===== src/rtl/ram_arbiter2.sv =====
// ram_arbiter2: round-robin arbiter sequencing two clients onto a 16x8 registered-read RAM
module ram_arbiter2 (
  input  logic       clock,
  input  logic       rst,
  input  logic       req_a,
  input  logic       req_b,
  input  logic       we_a,
  input  logic       we_b,
  input  logic [3:0] addr_a,
  input  logic [3:0] addr_b,
  input  logic [7:0] wdata_a,
  input  logic [7:0] wdata_b,
  output logic       gnt_a,
  output logic       gnt_b,
  output logic       rvalid_a,
  output logic       rvalid_b,
  output logic [7:0] rdata_a,
  output logic [7:0] rdata_b,
  output logic       ram_wen,
  output logic       ram_ren,
  output logic [3:0] ram_waddr,
  output logic [3:0] ram_raddr,
  output logic [7:0] ram_wdata,
  input  logic [7:0] ram_dout
);
  logic       ptr, rv_a, rv_b, any, sel_we;
  logic [3:0] sel_addr;
  logic [7:0] sel_wdata;
  assign gnt_a = req_a & ~rst & (~req_b | ~ptr);
  assign gnt_b = req_b & ~rst & (~req_a | ptr);
  always_comb begin
    any       = gnt_a | gnt_b;
    sel_we    = gnt_a ? we_a : we_b;
    sel_addr  = gnt_a ? addr_a : addr_b;
    sel_wdata = gnt_a ? wdata_a : wdata_b;
    ram_wen   = any & sel_we;
    ram_ren   = any & ~sel_we;
    ram_waddr = ram_wen ? sel_addr : 4'd0;
    ram_raddr = ram_ren ? sel_addr : 4'd0;
    ram_wdata = ram_wen ? sel_wdata : 8'd0;
  end
  always_ff @(posedge clock) begin
    if (rst) begin
      ptr  <= 1'b0;
      rv_a <= 1'b0;
      rv_b <= 1'b0;
    end else begin
      ptr  <= gnt_a ? 1'b1 : gnt_b ? 1'b0 : ptr;
      rv_a <= gnt_a & ~we_a;
      rv_b <= gnt_b & ~we_b;
    end
  end
  assign rvalid_a = rv_a;
  assign rvalid_b = rv_b;
  assign rdata_a  = rv_a ? ram_dout : 8'd0;
  assign rdata_b  = rv_b ? ram_dout : 8'd0;
endmodule

===== config.mk =====
export PLATFORM = sky130hd
export DESIGN_NAME = ram_arbiter2
export DESIGN_NICKNAME = d
export VERILOG_FILES = /design/src/rtl/ram_arbiter2.sv
export SDC_FILE = /design/constraint.sdc
export NUM_CORES = 1
export LEC_CHECK = 0
export CAP_MARGIN = 25
export CELL_PAD_IN_SITES_DETAIL_PLACEMENT = 1
export CELL_PAD_IN_SITES_GLOBAL_PLACEMENT = 1
export CORE_MARGIN = 1.5
export CORE_UTILIZATION = 13
export CTS_CLUSTER_SIZE = 25
export DETAILED_ROUTE_END_ITERATION = 8
export PLACE_DENSITY_LB_ADDON = 0.1
export SYNTH_ARGS = -nofsm -noshare
export SYNTH_HDL_FRONTEND = slang
export SYNTH_SLANG_ARGS = --single-unit

===== constraint.sdc =====
create_clock -name clock -period 1.4 [get_ports clock]
set_clock_uncertainty 0.1 [all_clocks]
set_input_delay 0.28 -clock clock [delete_from_list [all_inputs] [get_ports clock]]
set_output_delay 0.28 -clock clock [all_outputs]
set_load 0.02 [all_outputs]

; Yosys cells after proc, flatten, opt, wreduce, memory -nomap -nowiden
; Cells that the tools add are included.
[word_totals]
input_bits = 38
word_cells = 32
register_bits = 3
[classes]
reduce_logical = 1
n_mux = 10
bitwise = 18
[ops]
columns = op, count
row1 = $mux W8, 4
row2 = $mux W4, 3
row3 = $and A1 B1 Y1, 8
row4 = $not A1 Y1, 7
row5 = $mux W1, 3
row6 = $or A1 B1 Y1, 3
row7 = $reduce_bool A2 Y1, 1

; Longest topological paths before layout
; Gate-level depths: netlist of run 1.
[logic_depth]
depth_word = 7
depth_mapped = 4

; Worst setup path before layout of run 1
; No wires, ideal clock.
[synth_path]
path_kind = reg2out
from = reg ptr
to = out ram_waddr[2]
path_buffers = 1
slack_ps = -376
required_ps = 1020
arrival_ps = 1396
stages_incl_launch_ff = 5
path_cell_list = dfxtp_1 a21bo_2 buf_2 o21ai_1 a211oi_1
[synth_between]
elab_chain_len = 6
word_cells_on_any_way = 10
cone_classes = mux (3) / bitwise (7)
[synth_lines]
columns = element, line
row1 = "start, declared", 26  ; logic ptr, rv_a, rv_b, any, sel_we;
row2 = "start signal, assigned", 48  ; ptr <= gnt_a ? 1'b1 : gnt_b ? 1'b0 : ptr;
row3 = $not A1 Y1, 29  ; assign gnt_a = req_a & ~rst & (~req_b | ~ptr);
row4 = $or A1 B1 Y1, 29
row5 = $and A1 B1 Y1, 29
row6 = $or A1 B1 Y1 / $mux W1 (equally long branches), "32, 33"
row7 = $and A1 B1 Y1, 36  ; ram_wen = any & sel_we;
row8 = $mux W4 (*), 38  ; ram_waddr = ram_wen ? sel_addr : 4'd0;
row9 = "end, declared", 21  ; output logic [3:0] ram_waddr,
; Every way passes the cells marked *; elsewhere a longest branch is shown, timed or not.

; Worst setup path in the final report of run 1
[layout_path]
from = reg ptr
to = out ram_wdata[6]
[layout_between]
elab_chain_len = 6
word_cells_on_any_way = 10
cone_classes = mux (3) / bitwise (7)
[layout_lines]
columns = element, line
row1 = $not A1 Y1, 29
row2 = $or A1 B1 Y1, 29
row3 = $and A1 B1 Y1, 29
row4 = $or A1 B1 Y1 / $mux W1 (equally long branches), "32, 33"
row5 = $and A1 B1 Y1, 36
row6 = $mux W8 (*), 40  ; ram_wdata = ram_wen ? sel_wdata : 8'd0;
row7 = "end, declared", 23  ; output logic [7:0] ram_wdata,
; Marked as above.

==> results.txt, run 1 <==
* Fillers: 467
- CP required: 1.02 ns
- Fraction of synthesized cell area in xor and xnor cells: 0%
- Global placer's final weighted congestion: around 0.73
- Most used flip-flop cell after synthesis: dfxtp_1
- Switching Power: 331 uW
- Number of unique standard cell types used by synthesis: 19
* Number of synthesized flops with an enable pin: 0
* Worst setup path class: register to output pin
* Ant. Diodes: 0
* CTS max path bufs: 2
* Critical path capture point type: output pin
* Fin area: 1930 sq um
- Post-DRT Antenna Nets: 0
- Number of max-slew violations in the final report: 0
- For this block, the initial DRC count from the detailed router was 16.
- Endpoint arrival time on the critical path: around 1.6 ns
* Max-Cap Viols: 0
- Area fraction in compound gates after synthesis: slightly above 40%
* Top post-synthesis cells by count: and2_1 (16), a211oi_1 (13), nand3b_1 (12)
- First drt pass iteration count: 3
- GRT Resource Usage Total: 14.8%
* Simple-gate area share of the yosys netlist: around two fifths
- Worst Hold Endpoint: ptr
- Measured against the total synthesized area, the mux share comes to 0%.
- Power density over the cells: around 480 nW/um^2
- Synthesis produced 83 cells.
- Cell type with the highest aggregate area in the netlist: and2_1
- Compared with the post-synthesis result, the final layout area differs by 237%.
- In this run the static leakage power is 0.000836 uW.
* Clock Power Share: 27.6%
- The worst register-to-register path has a setup slack of 0.07 ns.
- For the worst flop-to-flop path, the logic depth is 4.
- CTS buffer count: 3
- For this run, design rule violations remaining after detail routing come to 0.
* Adder-cell share of the synthesized area: 0%
- The total overflow left after global routing is 0.
- Number of hold violations in the final report: 0
- Hold buffer count at CTS: 0
- Vert. Die Dim: 69.5 microns
- The internal power of the cells totals 603 uW.
- Measured against its own limit, the worst slew margin works out to roughly 77%.
- Portion of total power attributed to combinational logic: approximately 62%
* Result of the run: finished, violations left
- At the later pin of the worst-skew pair, clock insertion delay measures 0.22 ns.
- In this run the tool buffered the top-level ports with 75 buffer cells.
- Detailed placement ended at an HPWL of 2.86 mm.
* RSZ-0062 raised after global routing: yes
- The clock drives 3 sinks.
* Largest family of logic cells by synthesized area: compound AO/OA/AOI/OAI gates
* Peak Freq: 513 MHz
- The final route contains approximately 1.0k vias.
- Of the total power, the share spent switching nets is 35.4%.
* CTS tree: yes
* Total wire length: 3.69 mm
* Final clock period utilization by the worst path: 139%
- Measured slew at the worst slew-check pin: 0.350 ns
* Number of cells in the design after placement: 220
* Nets in the synthesized netlist: 121
- The floorplan has 23 rows.
* Max VDD drop: about 0.19 mV
- Post-layout power: 934 uW
* Reg power frac: 10.7%
- The worst hold path belongs to the class input pin to register.
- Yosys printed 0 warnings.
- Via count of the first global-routing pass: 1,218
* Mean instance size in the synthesized netlist: 6.92 sq um
* Min Tclk post-route: 1.95 ns
* Startpoint type of the worst setup path: register
* Smallest setup slack after layout: -0.549 ns
* Average detailed-routed wire length per instance: 15.8 microns
* Non-Filler Instances: 234
- The first global-routing pass estimated roughly 5.8 mm of wire.
* Worst reg2reg path startpoint: ptr
- Number of antenna violations at the first check in global routing: 0
* # setup viols final: 20
* Initial core utilization: 14.0%
- Dividing the detail-routed via count by the number of cells gives approximately 4.5.
- Share of the synthesized area in the top cell type: 17.4%
- Sequential cells were found to cover 10.5% of the synthesized design area.
- Endpoint of the worst-slack reg-to-reg timing path: rvalid_a
* Die Width: about 69 microns
- Worst-path clk slew: about 0.03 ns
* Clock root buffer: clkbuf_8
- Most frequent cell after synthesis: and2_1
- Entering global routing, the biggest net connects 21 pins.
* Seq cells post-synth: 3
- Number of I/O pins: 76
- The die covers 4830 sq um.
* Area of the mapped netlist: ~570 sq um
* Top cells by area in the synthesized netlist: and2_1 (17%), a211oi_1 (17%), nand3b_1 (16%), dfxtp_1 (10%), a22oi_2 (8.7%)
- Share of final-layout standard cells stronger than drive strength 1: about three fifths
- Share of flip-flops with an asynchronous set or reset: 0%
- Along the worst hold path, the cell count comes to 4.
- Floorplan Core Area: 4120 sq um
- Max H-tree Level: 1
- Critical path peak fanout: 5
- Violations in the final reports: setup timing
- Hold path startpoint: req_a
- Nets: 223
- Area after detailed placement: 1690 sq um
[stage by stage]
stage          setup TNS, ns  setup WS (ns)  hold WS (ns)  util, %
5_1_grt               -10.27         -0.604         0.456     47.0
6_report               -9.22         -0.549         0.410     47.0
2_1_floorplan          -2.99         -0.238         0.273        -
4_1_cts                -9.30         -0.590         0.402     45.0
3_5_place_dp          -31.69          -1.34         0.448     41.0
3_3_place_gp          -30.10          -1.28         0.431     41.0
[flip-flops by register name, indices dropped and copies added, names as in the netlist]
name,cells
ptr,1
rvalid_a,1
rvalid_b,1
[layout by cell type, fill, tap and decap left out]
cell,count
a211oi_1,1
a211oi_2,2
a211oi_4,10
a21bo_2,1
a21boi_2,1
a22oi_2,4
a32oi_4,1
and2_1,6
and2_4,10
buf_12,4
buf_2,3
buf_4,28
buf_6,33
clkbuf_1,1
clkbuf_8,3
clkdlybuf4s15_1,1
clkdlybuf4s15_2,1
clkdlybuf4s50_1,25
dfxtp_2,3
dlygate4sd2_1,4
dlymetal6s2s_1,6
inv_1,1
inv_2,1
nand2_2,1
nand2_4,1
nand2b_4,1
nand3_1,1
nand3b_1,12
nor2_1,3
nor2_4,2
o21ai_0,1
o21ai_1,9
o21ai_2,2
or3_4,1
[power by group through the flow]
stage | sequential (uW) | combinational, uW | clock (uW)
after floorplan | 100 | 229 | 0
after global placement | 98.8 | 484 | 0
after detailed placement | 99.4 | 495 | 0
after CTS | 99.3 | 570 | 259
after global routing | 101 | 611 | 271
final | 100 | 576 | 258
[how the worst max path moves through the flow]
| stage | start | to | cells past startpoint | slack, ns |
|---|---|---|---|---|
| 3_3_place_gp | req_a | ram_raddr[2] | 5 | -1.28 |
| 3_5_place_dp | req_a | ram_raddr[1] | 5 | -1.34 |
| 6_report | ptr | ram_wdata[6] | 7 | -0.55 |
| 2_1_floorplan | ptr | ram_raddr[0] | 4 | -0.24 |
| 4_1_cts | ptr | ram_waddr[2] | 7 | -0.59 |
| 5_1_grt | ptr | ram_wdata[6] | 7 | -0.60 |
[final cells by class]
class	instances	area [sq um]	share of cell area [%]
Timing Repair Buffer	105	1060	54.8
Tap cell	50	62.6	3.24
Inverter	2	7.51	0.388
Clock buffer	4	45.0	2.33
Sequential cell	3	63.8	3.30
Multi-Input combinational cell	70	696	36.0
[cells by family (layout without fill, tap and decap cells)]
kind of cell / Yosys count / after routing
AND/OR/NAND/NOR: 38 / 38
AO/OA/AOI/OAI: 32 / 32
buffers and inverters: 10 / 111
flip-flops: 3 / 3
[worst max-delay path, stage by stage (launching register included)]
cell and delay (ns):
dfxtp_2 0.34, a21boi_2 0.21, buf_6 0.14, a32oi_4 0.06, buf_12 0.16, buf_12 0.12
a211oi_4 0.16, buf_6 0.15
[what timing repair did]
| action | in CTS | in global routing |
|---|---|---|
| gates cloned | 1 | 0 |
| setup endpoints to repair | 39 | 34 |
| pin swaps | 8 | 7 |
| resized for setup | 230 | 28 |
| setup buffers | 8 | 4 |
[metal layers]
layer | up-vias | part of all wire, % | GRT usage (%)
met5 | - | 0 | 0
met4 | 0 | 0.46 | 1.96
met3 | 4 | 7.1 | 3.63
met2 | 51 | 54 | 29.4
met1 | 489 | 39 | 15.9
li1 | 498 | - | -
No activity file was read; power rests on OpenSTA's default activity.
==> run 2: changes to the inputs <==
Settings changed: CTS_BUF_LIST set to sky130_fd_sc_hd__clkbuf_4.
==> results.txt, run 2 (synthesized netlist as in run 1, its figures left out) <==
- Result of the run: finished, violations left
* Violations in the final reports: setup timing
* Endpoint arrival time on the critical path: 1.59 ns
- Die Width: 69.5 microns
- Wire length the detailed router placed on met1: 1.39 mm
* Portion of total power attributed to combinational logic: 66.9%
- First drt pass iteration count: 2
- Leak pwr: 0.000815 uW
- Adding up every negative setup slack in the final design gives -9.61 ns.
- CP most frequent cell: buf_6
* Number of hold violations in the final report: 0
* Critical path peak fanout: 5
- Leading cell type in the layout, fill and taps excluded: buf_6
* Worst setup path class: register to output pin
* Peak Freq: approximately 510 MHz
* Max-Cap Viols: 0
- Setup repair after global routing could not meet its margin everywhere.
* Sum of overflow across all layers after global routing: 0
- CP Buf/Inv Count: 4
- Per-cell via count in the routed design: 4.44
- Worst-path clk slew: ~0.040 ns
- Max H-tree Level: 1
* Vert. Die Dim: 69.5 microns
- Cell-by-cell listing of the critical path: buf_6 > nand2b_4 > a32oi_4 > buf_12 > buf_6 > a211oi_2 > buf_4
- Final clock period utilization by the worst path: 141%
- Number of antenna violations at the first check in global routing: 0
- For this design, the sink count on the clock tree is 3.
* Number of I/O pins: 76
- The floorplan step defined a die boundary enclosing 4830 sq um.
* CTS tree: yes
- Post-route DRC violation count: 0
* Min Tclk post-route: slightly below 2 ns
- Global placer's final weighted congestion: between 0.7 and 0.8
- Share of final-layout standard cells stronger than drive strength 1: just over 60%
- The final max-slew violation count was 0.
- In the layout the commonest cells are buf_6 (31), buf_4 (27), clkdlybuf4s50_1 (25).
- Initial core utilization: 14.0%
- Cell at the slowest stage of the critical path: dfxtp_2
- CTS max path bufs: 2
- Switching Power: 314 uW
- The routed layout has 1,029 vias.
- Cells fill 45.9% of the core in the end.
* Top Family by Delay on Critical Path: buffers and inverters
* Ant. Diodes: 0
- Post-DRT Antenna Nets: 0
* Total met3 wirelength after detailed routing: 250 microns
- Row generation in the floorplan step produced 23 rows.
- In this run the power density over the cells is roughly 450 nW/um^2.
* DRT iter0 DRCs: 2
- Fillers: 469
- The worst hold path belongs to the class input pin to register.
- Measured slew at the worst slew-check pin: 0.253 ns
- STA classifies the critical path endpoint as an output pin.
* Via count of the first global-routing pass: 1,211
* Reg power frac: 11.8%
- Net switching is 37.3% of the power.
- At the end of the flow, the number of nets in the layout was approximately 220.
- Clock Power Share: 21.3%
- Max VDD drop: 0.128 mV
- Input and output buffers added on the ports amount to 75.
* CTS buffer count: 3
- At the later pin of the worst-skew pair, clock insertion delay measures 0.24 ns.
- Clock root buffer: clkbuf_4
- Area after detailed placement: 1690 sq um
- Highest Signal Layer: met4
* Worst slew margin relative to its limit: slightly above 80%
- Global routing used 14.9% of the available tracks.
- Hold buffer count at CTS: 0
* Average detailed-routed wire length per instance: about 16 microns
- Fin area: 1890 sq um
- After legalization and detailed placement, the total HPWL measured around 2.9 mm.
- Area growth from synthesis to final layout: 229%
- Startpoint type of the worst setup path: register
* DR WL met2: 1.98 mm
- The internal power of the cells totals between 500 and 600 uW.
- Floorplan Core Area: 4120 sq um
- Entering global routing, the biggest net connects 21 pins.
- Once routing completed, OpenROAD measured the worst setup slack at -0.570 ns.
* Total wire length: 3.63 mm
- CP peak stage delay: approximately 0.33 ns
- # setup viols final: 20
- Data on the critical path is required at its endpoint by slightly above 1 ns.
* Wire length of the first global-routing pass: 5.84 mm
[run 2: cell types whose count changed in the layout (fill, tap and decap cells not counted), sizes merged]
cell and delta:
buf -3, clkbuf +1, clkdlybuf4s15 +1, dlygate4sd2 -1
[run 2: worst paths after layout]
| path | startpoint | endpoint | slack, ns | cells after the start |
|---|---|---|---|---|
| worst max register to register | ptr | rvalid_a | 0.09 | 4 |
| worst min register to register | ptr | ptr | 0.54 | 3 |
| worst min-delay path | rst | ptr | 0.44 | 4 |
| worst max-delay path | ptr | ram_waddr[3] | -0.57 | 7 |
[run 2: timing repair]
item / 4_1_cts / 5_1_grt
setup buffers: 7 / 1
endpoints found under the setup margin: 39 / 35
gates resized for setup: 228 / 27
gates cloned: 1 / 0
pin swaps: 4 / 3
[run 2: cell type report]
cell class | count | area [sq um] | area share, %
sequential | 3 | 63.8 | 3.38
inverter | 2 | 7.51 | 0.397
multi-input combinational | 70 | 682 | 36.1
timing repair buffer | 103 | 1040 | 55.3
clock buffer | 4 | 30.0 | 1.59
tap | 50 | 62.6 | 3.31
[run 2: tightest hold or removal path, cell delays in order]
cell      delay, ns
buf_2          0.17
buf_12         0.14
buf_4          0.11
a211oi_1       0.04
[run 2: layer usage]
metal  track usage (%)  up-vias
met4              3.05        0
met2              29.4       51
li1                  -      494
met3              3.20        4
met1              16.1      480
met5                 0        -
[run 2: per-stage QoR]
stage	cells	power, uW	hold slack [ns]	setup WS, ns
floorplan	83	329	0.273	-0.238
global placement	220	583	0.431	-1.28
detailed placement	220	595	0.448	-1.34
CTS	232	847	0.431	-0.611
global route	232	893	0.462	-0.612
finish	232	843	0.436	-0.570
[run 2: power by group through the flow]
stage / combinational [uW] / sequential, uW / clock, uW
final: 564 / 99.4 / 180
after global routing: 599 / 100 / 193
after CTS: 570 / 99.3 / 177
after detailed placement: 495 / 99.4 / 0
after global placement: 484 / 98.8 / 0
after floorplan: 229 / 100 / 0
==> run 3: changes to the inputs <==
Settings changed: CAP_MARGIN 25 to 20.
==> results of run 3 <==
Same layout as run 2: the final DEF is identical, and so are final timing and power.
